$ cat config.mk
export PLATFORM = sky130hd
export DESIGN_NAME = if_fetch_icache
export DESIGN_NICKNAME = d
export VERILOG_FILES = /design/src/rtl/if_fetch_icache.sv
export SDC_FILE = /design/constraint.sdc
export NUM_CORES = 1
export LEC_CHECK = 0
export ABC_AREA = 0
export CORE_MARGIN = 5
export CORE_UTILIZATION = 52
export DETAILED_ROUTE_END_ITERATION = 8
export PLACE_DENSITY = 0.86
export SYNTH_ARGS = -nofsm -noshare
export SYNTH_HDL_FRONTEND = slang
export SYNTH_SLANG_ARGS = --single-unit
$ cat constraint.sdc
create_clock -name clk_in -period 3.1 [get_ports clk_in]
set_clock_uncertainty 0.15 [all_clocks]
set_input_delay 0.31 -clock clk_in [delete_from_list [all_inputs] [get_ports clk_in]]
set_output_delay 0.31 -clock clk_in [all_outputs]
set_load 0.005 [all_outputs]
$ cat src/rtl/if_fetch_icache.sv
// Instruction-fetch stage: PC, direct-mapped one-word-line icache, miss path to memctrl.
// Cache storage exists only when IF_ICACHE_EN is defined; otherwise every fetch misses.
module if_fetch_icache #(
  parameter int unsigned ICACHE_ENTRIES = 64,
  parameter int unsigned INDEX_W        = 6,
  parameter logic [31:0] RESET_PC       = 32'h0
) (
  input  logic        clk_in,
  input  logic        rst_in,
  input  logic        rdy_in,
  input  logic        stall_in,
  input  logic        jump_in,
  input  logic [31:0] jump_addr_in,
  output logic        inst_valid_out,
  output logic [31:0] inst_out,
  output logic [31:0] inst_pc_out,
  output logic        if_read_or_not,
  output logic [31:0] intru_addr,
  input  logic        if_load_done,
  input  logic [31:0] mem_ctrl_instru_to_if
);

  typedef enum logic {S_FETCH, S_MISS_WAIT} state_e;

  state_e      state_q, state_d;
  logic [31:0] pc_q, pc_d;
  logic        discard_q, discard_d;
  logic        vld_q, vld_d;
  logic [31:0] inst_q, inst_d;
  logic [31:0] ipc_q, ipc_d;
  logic        req_q, req_d;
  logic [31:0] addr_q, addr_d;

  logic        hit;
  logic [31:0] hit_data;
  logic        fill;
  logic        slot_busy;
  logic [31:0] jump_target;

  if ((ICACHE_ENTRIES != (32'd1 << INDEX_W)) || (INDEX_W < 1) || (INDEX_W > 29)) begin : g_bad_cfg
    $error("if_fetch_icache: ICACHE_ENTRIES must equal 2**INDEX_W with 1 <= INDEX_W <= 29");
  end

  assign jump_target = {jump_addr_in[31:2], 2'b00};
  assign slot_busy   = vld_q && stall_in;
  assign fill        = rdy_in && (state_q == S_MISS_WAIT) && if_load_done;

`ifdef IF_ICACHE_EN
  localparam int unsigned TAG_W = 30 - INDEX_W;

  logic [ICACHE_ENTRIES-1:0] valid_q;
  logic [TAG_W-1:0]          tag_q  [ICACHE_ENTRIES];
  logic [31:0]               data_q [ICACHE_ENTRIES];
  logic [INDEX_W-1:0]        rd_idx;
  logic [INDEX_W-1:0]        wr_idx;

  // Fills index by the outstanding request address; pc may already point at a jump target.
  assign rd_idx   = pc_q[INDEX_W+1:2];
  assign wr_idx   = addr_q[INDEX_W+1:2];
  assign hit      = valid_q[rd_idx] && (tag_q[rd_idx] == pc_q[31:INDEX_W+2]);
  assign hit_data = data_q[rd_idx];

  always_ff @(posedge clk_in or negedge rst_in) begin
    if (!rst_in) begin
      valid_q <= '0;
    end else if (fill) begin
      valid_q[wr_idx] <= 1'b1;
    end
  end

  always_ff @(posedge clk_in) begin
    if (fill) begin
      tag_q[wr_idx]  <= addr_q[31:INDEX_W+2];
      data_q[wr_idx] <= mem_ctrl_instru_to_if;
    end
  end
`else
  assign hit      = 1'b0;
  assign hit_data = '0;
`endif

  always_comb begin
    state_d   = state_q;
    pc_d      = pc_q;
    discard_d = discard_q;
    vld_d     = vld_q;
    inst_d    = inst_q;
    ipc_d     = ipc_q;
    req_d     = req_q;
    addr_d    = addr_q;
    if (rdy_in) begin
      if (vld_q && !stall_in) vld_d = 1'b0;
      case (state_q)
        S_FETCH: begin
          if (jump_in) begin
            pc_d = jump_target;
          end else if (!slot_busy) begin
            if (hit) begin
              vld_d  = 1'b1;
              inst_d = hit_data;
              ipc_d  = pc_q;
              pc_d   = pc_q + 32'd4;
            end else begin
              req_d   = 1'b1;
              addr_d  = pc_q;
              state_d = S_MISS_WAIT;
            end
          end
        end
        S_MISS_WAIT: begin
          // The output slot is always empty here, so a non-discarded fill emits directly.
          if (if_load_done) begin
            req_d     = 1'b0;
            state_d   = S_FETCH;
            discard_d = 1'b0;
            if (jump_in) begin
              pc_d = jump_target;
            end else if (!discard_q) begin
              vld_d  = 1'b1;
              inst_d = mem_ctrl_instru_to_if;
              ipc_d  = pc_q;
              pc_d   = pc_q + 32'd4;
            end
          end else if (jump_in) begin
            pc_d      = jump_target;
            discard_d = 1'b1;
          end
        end
        default: state_d = S_FETCH;
      endcase
    end
  end

  always_ff @(posedge clk_in or negedge rst_in) begin
    if (!rst_in) begin
      state_q   <= S_FETCH;
      pc_q      <= RESET_PC;
      discard_q <= 1'b0;
      vld_q     <= 1'b0;
      inst_q    <= '0;
      ipc_q     <= '0;
      req_q     <= 1'b0;
      addr_q    <= '0;
    end else begin
      state_q   <= state_d;
      pc_q      <= pc_d;
      discard_q <= discard_d;
      vld_q     <= vld_d;
      inst_q    <= inst_d;
      ipc_q     <= ipc_d;
      req_q     <= req_d;
      addr_q    <= addr_d;
    end
  end

  assign inst_valid_out = vld_q;
  assign inst_out       = inst_q;
  assign inst_pc_out    = ipc_q;
  assign if_read_or_not = req_q;
  assign intru_addr     = addr_q;

endmodule

After elaboration in Yosys (flattened, before gate mapping):

Index checks and enable logic that the tools add are counted.

* register bits: 132
* input bits: 70
* output and inout port bits: 98

* $add $sub $neg: 1
* eq/ne operators: 6
* mux-type cells: 28
* bitwise gates (word level): 3
* reduce and logical (&&, ||, !) cells: 9

Operators with widths (count)
* 2-to-1 mux 32 bit: 12
* case mux 32 bit (2 select lines): 1
* adder 32 x 3 -> 32 bit (second input constant): 1
* 2-to-1 mux 1 bit: 12
* inequality test 2 bit (second input constant): 5
* AND reduction 4 bit: 2
* case mux 1 bit (2 select lines): 3
* AND reduction 5 bit: 1
* inequality test 4 bit (second input constant): 1
* NOT 1 bit: 3
* AND reduction 3 bit: 1
* logical AND 1 bit: 2
* AND reduction 2 bit: 1
* nonzero test 2 bit: 1
* logical NOT 1 bit: 1

Depth between registers and ports, before layout:

Gate-level depths: netlist of run 1.

* word-level depth: 7
* depth in mapped cells: 7
* depth with buffers taken out: 6

Worst setup path before layout of run 1:

No wires, ideal clock.

* path type: register to register
* start point: register pc_q[4]
* end point: register pc_q[23]
* setup time: 65 ps
* arrival: 1750 ps
* slack: 1135 ps
* cell stages (with the launch flop): 6
* buffers on the path: 0
* cells stage by stage: dfrtp_1 > nand3_4 > or4_4 > nor4_4 > o21a_1 > o221a_2

* cells in the longest elaborated chain, start to end: 5

RTL lines
* start: declaration: line 26 `logic [31:0] pc_q, pc_d;`
* start signal: assignment: line 146 `pc_q <= pc_d;`
* adder 32 x 3 -> 32 bit: line 122 `pc_d = pc_q + 32'd4;`
* 2-to-1 mux 32 bit: line 118 `end else if (!discard_q) begin`
* 2-to-1 mux 32 bit: line 116 `if (jump_in) begin`
* 2-to-1 mux 32 bit: line 112 `if (if_load_done) begin`
* case mux 32 bit (2 select lines): line 93 `case (state_q)`

No other way between the ends. The select of a mux whose other input is x is not followed.
A chain may end at the register's enable or synchronous reset.

Worst setup path in the final report of run 1:

* start point: register pc_q[3]
* end point: register pc_q[24]

The elaborated chain is that of the path after synthesis.

==> results of run 1 <==
[logic make-up (layout without fill, tap and decap cells)]
group | Yosys count | in the layout | synth area share
AOI/OAI and AO/OA | 88 | 88 | 0.0977
adders and majority gates | 1 | 1 | 0.00212
buffers and inverters | 33 | 214 | 0.0287
DFF | 132 | 132 | 0.561
muxes | 95 | 95 | 0.182
and+or+nand+nor | 127 | 127 | 0.130
[flip-flops by register name (all words and copies together) (netlist names)]
| register | flops |
|---|---|
| pc_q | 32 |
| inst_out | 32 |
| state_q | 1 |
| intru_addr | 32 |
| inst_valid_out | 1 |
| if_read_or_not | 1 |
| discard_q | 1 |
| inst_pc_out | 32 |
[metrics by stage]
stage / setup WS [ps] / cell area (um2) / hold WS (ps)
floorplan: 1130 / 5890 / -136
global placement: 588 / 7670 / 315
detailed placement: 566 / 7670 / 318
CTS: 820 / 8400 / 335
global route: 567 / 8400 / 351
finish: 771 / 8400 / 328
[power by group]
group / switching [mW] / total (mW) / internal (mW)
sequential: 0.477 / 2.86 / 2.38
combinational: 0.733 / 2.31 / 1.58
clock: 0.745 / 2.41 / 1.67
total: 1.96 / 7.58 / 5.63
[cell usage after synthesis (2+ instances only)]
| master | count |
|---|---|
| a31oi_1 | 4 |
| o21a_1 | 4 |
| dfrtp_1 | 132 |
| a211oi_1 | 3 |
| nand3_1 | 23 |
| a22oi_1 | 5 |
| o32ai_1 | 2 |
| nand4_1 | 9 |
| a211o_1 | 2 |
| o22ai_1 | 3 |
| mux2_2 | 95 |
| a21o_1 | 2 |
| nand4_4 | 2 |
| o21ai_0 | 23 |
| nand2b_1 | 3 |
| nand2_1 | 26 |
| buf_2 | 6 |
| nor3_1 | 10 |
| o211ai_1 | 4 |
| nor4_4 | 2 |
| or4_1 | 2 |
| a21oi_1 | 18 |
| nor2_1 | 13 |
| clkbuf_1 | 18 |
| clkbuf_8 | 3 |
| inv_1 | 4 |
| nor4_1 | 4 |
| and2_1 | 6 |
| and3_1 | 9 |
| and4_1 | 3 |
| or3_1 | 7 |
| a311oi_1 | 9 |
[cell type report]
cell class                 instances  area, um2  area share
sequential                       132       3300       0.393
multi-input combinational        311       2430       0.289
timing repair buffer             178       1770       0.210
clock buffer                      18        429      0.0511
clock inverter                    14        282      0.0335
tap                              140        175      0.0209
inverter                           4       15.0     0.00179
[final timing paths]
check                           cells after the start                  startpoint                         end  slack [ps]
worst max-delay path                                6         pc_q[3]$_DFFE_PN0P_        pc_q[24]$_DFFE_PN0P_         770
worst min-delay path                                2  if_read_or_not$_DFFE_PN0P_  if_read_or_not$_DFFE_PN0P_         330
worst max register to register                      6         pc_q[3]$_DFFE_PN0P_        pc_q[24]$_DFFE_PN0P_         770
worst min register to register                      2  if_read_or_not$_DFFE_PN0P_  if_read_or_not$_DFFE_PN0P_         330
max in group asynchronous                           3                      rst_in    inst_out[25]$_DFFE_PN0P_        1550
min in group asynchronous                           2                      rst_in  inst_pc_out[7]$_DFFE_PN0P_         480
[routing by layer]
| layer | global-route usage | part of all wire |
|---|---|---|
| met1 | 0.309 | 0.38 |
| met2 | 0.415 | 0.50 |
| met3 | 0.0865 | 0.089 |
| met4 | 0.0812 | 0.023 |
| met5 | 0 | 0 |
[worst max-delay path, delay by kind of cell (launching register included)]
kind | cells | cell delay [ps]
flops | 1 | 480
fa+ha+maj | 1 | 330
simple gates | 5 | 1290
==> impl_metrics.json, run 1 <==
{
  "start_util": 0.537,
  "synth_async_sr_flop_share": 1.00,
  "antenna_cells": 0,
  "area_delta_synth_final_pct": 42.5,
  "final_core_util": 0.764,
  "powerDensity_nw_per_um2": 903,
  "synth.area.top_cells": "dfrtp_1 (56%), mux2_2 (18%), nand3_1 (2.0%)",
  "hold_viol": 0,
  "synthCells": 476,
  "detail-route-antenna-nets": 0,
  "ys_ff_latch": 132,
  "floorplan.die.height_um": 116,
  "cts_buffers": 17,
  "min_period_ps": 2330,
  "layout_common_cells": "clkdlybuf4s50_1 (164), dfrtp_1 (132), mux2_2 (95)",
  "ys.flop_type": "dfrtp_1",
  "cp-start-kind": "flip-flop",
  "cts.htree.levels": 4,
  "cts_tree": "done",
  "core-area_um2": 11000,
  "viasPerCell": 5.96,
  "grt_max_degree": 120,
  "io_buffers": 165,
  "root_buffer": "clkbuf_16",
  "cap_violations": 0,
  "crit_top_cell": "nand4_1",
  "period_share": 0.751,
  "peakVddDrop_v": 0.000574,
  "place_congestion": 0.871,
  "critPathMaxFanout": 7,
  "max-slew-margin-rel": 0.295,
  "io_pins": 168,
  "num-nets-final": 715,
  "die_w_um": 116,
  "placed_cells": 764,
  "cts_buffer_depth": 2,
  "synth_nets": 547,
  "setup_violations": 0,
  "synth_top_area_frac": 0.561,
  "postCtsSetupRepairBufs": 0,
  "cp_slowest_cell": "dfrtp_1",
  "hp-class": "flip-flop to flip-flop",
  "timing.fmax_mhz": 429,
  "power.leakage_nw": 3.46,
  "crit_arrival_ps": 2520,
  "remaining_drc_errors": 0,
  "insertion_delay_ps": 410,
  "wirelength_mm": 16.4,
  "final_common_cell": "clkdlybuf4s50_1",
  "crit_type": "flip-flop to flip-flop",
  "first_pass_iters": 5,
  "clk_pin_slew_ps": 60,
  "ys_seq_area_frac": 0.561,
  "setup_tns_ps": 0,
  "grt_pass1_wl_mm": 26.0,
  "power.total_mw": 7.58,
  "syn-cell-area_um2": 5890,
  "required_ps": 3290,
  "rsz0062_at_grt": "no",
  "cp_cell_sequence": "ha_1 -> nand3_1 -> nor4_2 -> nand4_1 -> or4_1 -> nand4_1",
  "antenna_found_initial": 0,
  "avgSynthCellArea_um2": 12.4,
  "worst_pin_slew_ps": 1060,
  "synth_cell_types": 52,
  "hold_buffers": 1,
  "fill_cells": 705,
  "end_kind": "flip-flop",
  "detail_route.wl_per_cell_um": 20.6,
  "slowest_delay_ps": 480,
  "finalMaxSlewViolations": 0,
  "cts.sinks": 132,
  "synth_area_leader_cell": "dfrtp_1",
  "grt_pass1_vias": 4916,
  "drtIter0Drc": 427,
  "grt_use_total": 0.250,
  "outcome": "finished clean",
  "synth_edf_count": 0,
  "gr-total-overflow": 0,
  "hpwl_mm": 11.2,
  "die_area_um2": 13600,
  "rows": 38,
  "yosys_warnings": 0,
  "drive_above_1_share": 0.230,
  "vias": 4753,
  "post_cts_resized": 0,
  "stdcell_count": 797
}
Note: power is estimated with default switching activity, not from simulation.
==> inputs of run 2 (changes only) <==
--- a/config.mk
+++ b/config.mk
@@ -7,9 +7,9 @@
 export LEC_CHECK = 0
 export ABC_AREA = 0
 export CORE_MARGIN = 5
-export CORE_UTILIZATION = 52
+export CORE_UTILIZATION = 48
 export DETAILED_ROUTE_END_ITERATION = 8
-export PLACE_DENSITY = 0.86
+export PLACE_DENSITY = 0.8
 export SYNTH_ARGS = -nofsm -noshare
 export SYNTH_HDL_FRONTEND = slang
 export SYNTH_SLANG_ARGS = --single-unit
==> constraint.sdc (replaced) <==
create_clock -name clk_in -period 2.23 [get_ports clk_in]
set_clock_uncertainty 0.15 [all_clocks]
set_input_delay 0.223 -clock clk_in [delete_from_list [all_inputs] [get_ports clk_in]]
set_output_delay 0.223 -clock clk_in [all_outputs]
set_load 0.005 [all_outputs]
==> run 2 against run 1 <==
Count of clock-buffer cells in the layout grew 8. Design area grew 1.2%. Register-to-register slack lost 670 ps. Routed wire length shrank 0.48%. Flip-flop and latch count is the same. Largest cell class unchanged. Core utilization shrank 5.7 points. Sequential share of layout area shrank 0.46 points. Non-clock buffer count grew 26. Setup slack lost 670 ps. Worst hold slack lost 120 ps. Global-route usage shrank 1.6 points. Critical endpoint is now pc_q[18]$_DFFE_PN0P_. Combinational power grew 43%.
==> impl_metrics.json, run 2 (synthesis gave the netlist of run 1 again) <==
{
  "outcome": "finished clean",
  "hold_slack_ps": 208,
  "reg2regPathDepth": 5,
  "timing.fmax_mhz": 470,
  "critPathMaxFanout": 7,
  "cts_tree": "done",
  "setup_tns_ps": 0,
  "min_period_ps": 2130,
  "cts.sinks": 132,
  "vias": 4760,
  "io_buffers": 165,
  "setup_violations": 0,
  "final_common_cell": "clkdlybuf4s50_1",
  "antenna_found_initial": 0,
  "cp_slowest_cell": "or4_4",
  "required_ps": 2380,
  "dp_slack_ps": -26.4,
  "grtUsageMet2": 0.389,
  "insertion_delay_ps": 420,
  "fill_cells": 875,
  "crit_type": "flip-flop to flip-flop",
  "top_usage_layer": "met2",
  "start_util": 0.491,
  "use_met1": 0.281,
  "antenna_cells": 0,
  "cp_num_buf_inv": 0,
  "worst_pin_slew_ps": 499,
  "io_pins": 168,
  "floorplan.die.height_um": 121,
  "cp-start-kind": "flip-flop",
  "crit_arrival_ps": 2280,
  "cp_cell_sequence": "nand3_4 -> or4_4 -> nor3_4 -> a31oi_1 -> o22a_1",
  "period_share": 0.954,
  "rows": 40,
  "grt_use_total": 0.234,
  "die_w_um": 121,
  "num-nets-final": 741,
  "final_core_util": 0.707,
  "layout_common_cells": "clkdlybuf4s50_1 (164), dfrtp_1 (132), mux2_2 (95)",
  "hp-class": "input port to async pin",
  "cap_violations": 0,
  "wirelength_mm": 16.3,
  "detail-route-antenna-nets": 0,
  "hold_viol": 0,
  "clk_pin_slew_ps": 60,
  "power.leakage_nw": 3.53,
  "detail_route.wl_per_cell_um": 19.6,
  "use_met3": 0.0683,
  "viasPerCell": 5.73,
  "die_area_um2": 14600,
  "drive_above_1_share": 0.259,
  "cp_top_family": "simple AND/OR/NAND/NOR gates",
  "root_buffer": "clkbuf_16",
  "end_kind": "flip-flop",
  "worst-path-stages": 5,
  "area_delta_synth_final_pct": 44.1,
  "cts_buffer_depth": 2,
  "place_congestion": 0.901,
  "first_pass_iters": 5,
  "hpwl_mm": 11.9,
  "cts.htree.levels": 4,
  "grt_pass1_vias": 5014,
  "gr-total-overflow": 0,
  "cts_buffers": 17,
  "powerDensity_nw_per_um2": 1160,
  "slowest_delay_ps": 610,
  "max-slew-margin-rel": 0.667,
  "power.total_mw": 9.89,
  "peakVddDrop_v": 0.000677,
  "grt_pass1_wl_mm": 26.5,
  "fin_ws_ps": 103,
  "grt_max_degree": 56,
  "finalMaxSlewViolations": 0,
  "remaining_drc_errors": 0,
  "postCtsSetupRepairBufs": 0,
  "rsz0062_at_grt": "no",
  "core-area_um2": 12000,
  "drtIter0Drc": 406
}
## run 2: cell count changes in the layout (fill, tap and decap cells not counted), sizes merged
cell    before  now
buf         13   39
bufinv       8    0
clkbuf      18   26
## run 2: power by group
part	internal, mW	switching, mW
registers	3.32	0.618
clock network	1.65	0.993
logic	2.25	1.06
total	7.22	2.67
## run 2: timing repair
item,CTS,global route
resized for setup,0,0
hold buffers,1,0
hold endpoints to repair,52,0
## run 2: metrics by stage
stage          std cells  instance area (um2)
2_1_floorplan        476                 5890
3_3_place_gp         797                 7900
4_1_cts              830                 8490
3_5_place_dp         797                 7900
5_1_grt              830                 8490
6_report             830                 8490
## run 2: cell type report
class / instances / area (um2) / area share
Clock buffer: 26 / 539 / 0.0635
Sequential cell: 132 / 3300 / 0.389
Clock inverter: 6 / 41.3 / 0.00486
Inverter: 4 / 15.0 / 0.00177
Tap cell: 147 / 184 / 0.0217
Multi-Input combinational cell: 311 / 2430 / 0.286
Timing Repair Buffer: 204 / 1990 / 0.234
## run 2: worst paths after layout
kind | endpoint | slack (ps) | startpoint
max | pc_q[18]$_DFFE_PN0P_ | 100 | pc_q[5]$_DFFE_PN0P_
min | inst_out[9]$_DFFE_PN0P_ | 210 | rst_in
max reg2reg | pc_q[18]$_DFFE_PN0P_ | 100 | pc_q[5]$_DFFE_PN0P_
min reg2reg | if_read_or_not$_DFFE_PN0P_ | 320 | if_read_or_not$_DFFE_PN0P_
max in group asynchronous | inst_pc_out[9]$_DFFE_PN0P_ | 1090 | rst_in
min in group clk_in | pc_q[17]$_DFFE_PN0P_ | 260 | jump_addr_in[17]
## run 2: per-layer routing
| metal | routed length, um | part of all wire |
|---|---|---|
| met4 | 518 | 0.032 |
| met1 | 6200 | 0.38 |
| met2 | 8360 | 0.51 |
| met5 | 0 | 0 |
| met3 | 1220 | 0.075 |
